--- config.mk ---
export PLATFORM = sky130hd
export DESIGN_NAME = fetch_queue_flat
export DESIGN_NICKNAME = d
export VERILOG_FILES = /design/src/rtl/fetch_queue_if.sv /design/src/rtl/fetch_queue.sv /design/src/flat_wrapper.sv
export SDC_FILE = /design/constraint.sdc
export NUM_CORES = 1
export LEC_CHECK = 0
export CAP_MARGIN = 10
export CORE_UTILIZATION = 51
export CTS_CLUSTER_DIAMETER = 30
export DETAILED_ROUTE_END_ITERATION = 16
export PLACE_DENSITY = 0.8
export SETUP_SLACK_MARGIN = 0.2
export SYNTH_ARGS = -nofsm -noshare
export SYNTH_HDL_FRONTEND = slang
export SYNTH_SLANG_ARGS = --single-unit
--- constraint.sdc ---
create_clock -name CLK -period 9.7 [get_ports CLK]
set_input_delay 1.455 -clock CLK [delete_from_list [all_inputs] [get_ports CLK]]
set_output_delay 1.455 -clock CLK [all_outputs]
set_load 0.02 [all_outputs]
--- src/rtl/fetch_queue_if.sv ---
// fetch_queue_if: fetch-stage bus bundle (imem port, instruction stream, redirect).
// Modports: master = fetch stage side, slave = environment/consumer side.
interface fetch_queue_if #(
    parameter int n = 32
);
    logic         fetch_en;
    logic [n-1:0] imem_addr;
    logic [n-1:0] imem_rdata;
    logic         instr_valid;
    logic [n-1:0] instr;
    logic [n-1:0] instr_pc;
    logic         instr_ready;
    logic         redirect;
    logic [n-1:0] redirect_pc;

    modport master (
        input  fetch_en,
        input  imem_rdata,
        input  instr_ready,
        input  redirect,
        input  redirect_pc,
        output imem_addr,
        output instr_valid,
        output instr,
        output instr_pc
    );

    modport slave (
        output fetch_en,
        output imem_rdata,
        output instr_ready,
        output redirect,
        output redirect_pc,
        input  imem_addr,
        input  instr_valid,
        input  instr,
        input  instr_pc
    );
endinterface

--- src/rtl/fetch_queue.sv ---
// fetch_queue: owns the fetch PC, reads imem, buffers {pc, instr} in a FIFO.
// Ports: CLK, rst (async active-high), bus (fetch_queue_if.master).
// Optional FETCH_QUEUE_PERF_EN adds fetch_cnt / flush_cnt outputs.
module fetch_queue #(
    parameter int             n        = 32,
    parameter int             DEPTH    = 4,
    parameter logic [n-1:0]   RESET_PC = '0
) (
    input  logic          CLK,
    input  logic          rst,
    fetch_queue_if.master bus
`ifdef FETCH_QUEUE_PERF_EN
    ,
    output logic [31:0]   fetch_cnt,
    output logic [31:0]   flush_cnt
`endif
);
    localparam int PW = $clog2(DEPTH);
    localparam int CW = PW + 1;

    localparam logic [0:0] BOOT = 1'b0;
    localparam logic [0:0] RUN  = 1'b1;

    logic [0:0]    state;
    logic [n-1:0]  fpc;
    logic [PW-1:0] head;
    logic [PW-1:0] tail;
    logic [CW-1:0] count;
    logic [n-1:0]  mem_pc    [DEPTH];
    logic [n-1:0]  mem_instr [DEPTH];

    logic run;
    logic pop;
    logic push;

    assign run  = (state == RUN);
    assign pop  = bus.instr_valid & bus.instr_ready & ~bus.redirect;
    // A pop frees the head slot this edge, so a full queue can still push.
    assign push = run & bus.fetch_en & ~bus.redirect &
                  ((count < CW'(DEPTH)) | pop);

    assign bus.imem_addr   = fpc;
    assign bus.instr_valid = (count != '0);
    assign bus.instr       = mem_instr[head];
    assign bus.instr_pc    = mem_pc[head];

    always_ff @(posedge CLK or posedge rst) begin
        if (rst) begin
            state <= BOOT;
            fpc   <= RESET_PC;
            head  <= '0;
            tail  <= '0;
            count <= '0;
        end else begin
            state <= RUN;
            if (bus.redirect) begin
                fpc   <= bus.redirect_pc;
                head  <= '0;
                tail  <= '0;
                count <= '0;
            end else begin
                if (push) begin
                    fpc  <= fpc + n'(4);
                    tail <= tail + PW'(1);
                end
                if (pop) begin
                    head <= head + PW'(1);
                end
                unique case ({push, pop})
                    2'b10:   count <= count + CW'(1);
                    2'b01:   count <= count - CW'(1);
                    default: count <= count;
                endcase
            end
        end
    end

    always_ff @(posedge CLK or posedge rst) begin
        if (rst) begin
            for (int i = 0; i < DEPTH; i++) begin
                mem_pc[i]    <= '0;
                mem_instr[i] <= '0;
            end
        end else if (push) begin
            mem_pc[tail]    <= fpc;
            mem_instr[tail] <= bus.imem_rdata;
        end
    end

`ifdef FETCH_QUEUE_PERF_EN
    always_ff @(posedge CLK or posedge rst) begin
        if (rst) begin
            fetch_cnt <= '0;
            flush_cnt <= '0;
        end else begin
            if (push) begin
                fetch_cnt <= fetch_cnt + 32'd1;
            end
            if (run && bus.redirect) begin
                flush_cnt <= flush_cnt + 32'd1;
            end
        end
    end
`endif

endmodule

--- src/flat_wrapper.sv ---
// flat-port wrapper written by rule: the top's interface ports become plain ports
module fetch_queue_flat 
#(
    parameter int             n        = 32,
    parameter int             DEPTH    = 4,
    parameter logic [n-1:0]   RESET_PC = '0
)
  (CLK, rst, bus_fetch_en, bus_imem_rdata, bus_instr_ready, bus_redirect, bus_redirect_pc, bus_imem_addr, bus_instr_valid, bus_instr, bus_instr_pc);
  fetch_queue_if #(.n(n)) bus_i ();
  input  logic CLK;
  input  logic rst;
  input wire logic [$bits(bus_i.fetch_en)-1:0] bus_fetch_en;
  input wire logic [$bits(bus_i.imem_rdata)-1:0] bus_imem_rdata;
  input wire logic [$bits(bus_i.instr_ready)-1:0] bus_instr_ready;
  input wire logic [$bits(bus_i.redirect)-1:0] bus_redirect;
  input wire logic [$bits(bus_i.redirect_pc)-1:0] bus_redirect_pc;
  output wire logic [$bits(bus_i.imem_addr)-1:0] bus_imem_addr;
  output wire logic [$bits(bus_i.instr_valid)-1:0] bus_instr_valid;
  output wire logic [$bits(bus_i.instr)-1:0] bus_instr;
  output wire logic [$bits(bus_i.instr_pc)-1:0] bus_instr_pc;
  assign bus_i.fetch_en = bus_fetch_en;
  assign bus_i.imem_rdata = bus_imem_rdata;
  assign bus_i.instr_ready = bus_instr_ready;
  assign bus_i.redirect = bus_redirect;
  assign bus_i.redirect_pc = bus_redirect_pc;
  assign bus_imem_addr = bus_i.imem_addr;
  assign bus_instr_valid = bus_i.instr_valid;
  assign bus_instr = bus_i.instr;
  assign bus_instr_pc = bus_i.instr_pc;
  fetch_queue #(.n(n), .DEPTH(DEPTH), .RESET_PC(RESET_PC)) u_core (.CLK(CLK), .rst(rst), .bus(bus_i));
endmodule
==> flow_summary.ini <==
[status]
status = finished clean

[yosys]
syn_avg_cell_area_um2 = 16.1
synth-edff-count = 0
yosysTopAreaCellShare_pct = 52.4
ys_top_cells_by_area = dfrtp_1 52%, mux2_4 19%, mux4_2 10%, mux2_2 6.5%, buf_6 1.8%
yosysMostFrequentCell = dfrtp_1
synth_ff_type = dfrtp_1
synth_top_cell_by_area = dfrtp_1
synth_seq_cells = 296
synthCells = 878
synth.distinct_cells = 42
ys_seq_area_share_pct = 52.4
synth_commonest_cells = 296 x dfrtp_1, 180 x mux2_4, 81 x mux2_2
synth-async-reset-ratio_pct = 100
yosysWarnings = 0
syn_nets = 953
syn_area_um2 = 14100

[routing]
wl_per_cell_um = 22.2
detail-route-antenna-nets = 0
drtPass1Iterations = 4
drcViolationCount = 0
post_drt_via_cell_ratio = 5.75
vias = 8233
first_iter_violations = 529
drt-total-wl_um = 31800

[global_routing]
overflow = 0
grt_max_degree = 183
grt_pass1_vias = 9071
grt_pass1_wl_um = 51500
grt_use_total_pct = 23.4
antenna_found_initial = 1

[floorplan]
die_w_um = 168
num_rows = 60
die_y_um = 168
fp.dieArea_um2 = 28400
core_area_um2 = 27000
start_util_pct = 52.3
ios = 166

[critical_path]
worstPathRequired_ns = 8.25
criticalPathCategory = flip-flop to output port
critPathLaunchType = flip-flop
arrival_ns = 3.22
worst_setup_path_end_kind = output port
crit_fanout = 53

[pwr]
p_leak_nw = 7.72
powerDensity_nw_per_um2 = 301
ir_drop_uv = 131

[sta]
period_share_pct = 48.2
slew_headroom_pct = 30.5
worst_pin_slew_ns = 1.04
fin_tns_setup_ns = 0
maxSlewViolCount = 0
rsz0062_at_grt = no
setup_violations = 0
period_minus_slack_ns = 4.68
finClkSkew_ns = 0.0128
hold_violations = 0
fmax_mhz = 214

[final_layout]
fin_area_um2 = 17900
diodes = 0
area_growth_pct = 26.4
final_nets = 1123
layout-drive-gt1-share_pct = 41.0

[clock_network]
postCtsSetupRepairBufs = 0
clk_pin_slew_ns = 0.05
clock-sinks = 296
htreeDepth = 2
numCtsBuffers = 55
cts.hold.buffers_added = 0
clock_latency_ns = 0.54
cts_tree = done
postCtsResizedCells = 0
root_buffer = clkbuf_16
clock_path_buffers = 3

[placed_design]
gp_congestion = 0.744
dp.final_hpwl_um = 19000
port_buffers = 165
placed_area_um2 = 15900

[min_path]
hold_path_class = flip-flop to flip-flop

[flow_run]
drv_cap = 0
cell type report:
class,count,area [µm²]
clock inverter,36,527
fill,1882,9160
multi-input combinational,514,6260
sequential,296,7410
clock buffer,65,1470
inverter,7,30.0
tap,341,427
timing repair buffer,174,1730
metrics by stage:
stage	hold WS, ns	setup slack [ns]	util [%]	std cells	power (mW)
floorplan	0.475	4.31	-	878	2.73
global placement	0.484	5.19	58.7	1332	3.31
detailed placement	0.488	5.12	58.7	1332	3.35
CTS	0.503	4.94	66.1	1433	5.43
global route	0.513	4.85	66.1	1433	5.60
finish	0.501	5.02	66.1	1433	5.38
path summary, 6_finish.rpt:
check                                      from                    end  slack, ns  cells past startpoint
setup / recovery                 u_core.head[0]          bus_instr[28]       5.02                      3
hold / removal             u_core.mem_instr[27]   u_core.mem_instr[27]       0.50                      1
setup reg to reg                u_core.count[2]   u_core.mem_instr[61]       6.69                      5
hold reg to reg            u_core.mem_instr[27]   u_core.mem_instr[27]       0.50                      1
max in group asynchronous                   rst         u_core.head[0]       6.73                      4
min in group asynchronous                   rst  u_core.mem_instr[105]       1.51                      3
report_power, final:
group | internal (mW) | switching (mW)
Clock | 1.38 | 0.656
Sequential | 1.53 | 0.222
Combinational | 0.924 | 0.659
Total | 3.84 | 1.54
critical path: stages, from the launching register on:
cell and delay [ns]:
dfrtp_4 0.57, buf_4 0.86, mux4_2 0.65, clkdlybuf4s50_1 0.56
state kept, by name (all words and copies together) (netlist names):
signal	cells
u_core.mem_pc	128
u_core.mem_instr	128
u_core.tail	2
u_core.bus.imem_addr	32
u_core.count	3
u_core.head	2
u_core.run	1
per-layer routing:
metal / wire, µm / track usage, %
met5: 14 / 0
met4: 631 / 6.84
met3: 1810 / 4.91
met2: 15100 / 36.5
met1: 14200 / 33.2
cell usage in the layout, fill, tap and decap left out, types with 3 or more instances in the layout:
cell             instances
dfrtp_1                294
mux2_4                 180
clkdlybuf4s50_1        164
mux2_2                  81
mux4_2                  64
clkbuf_16               55
nand2_1                 39
o21ai_0                 21
xnor2_1                 17
nor2_1                  15
nand3_1                 13
xor2_1                  12
bufinv_16               11
clkinv_4                11
buf_4                    8
nor3_1                   7
clkinvlp_4               7
inv_1                    6
nand4_1                  6
o21ai_1                  6
clkbuf_8                 6
ha_1                     5
and3_4                   4
or3_1                    4
and3_1                   4
and4_1                   4
a21oi_1                  4
inv_6                    4
clkbuf_1                 4
clkinv_2                 4
nor4_1                   3
mux2i_1                  3
nor4_2                   3
a31oi_1                  3
cells by family after synthesis:
kind of cell             synth area share [%]
AO/OA/AOI/OAI                            1.39
XOR/XNOR                                 1.80
adder cells (fa/ha/maj)                 0.585
buffers and inverters                    3.37
flip-flops                               52.4
multiplexers                             36.0
other                                  0.0265
AND/OR/NAND/NOR                          4.39
No activity file was read; power rests on OpenSTA's default activity.
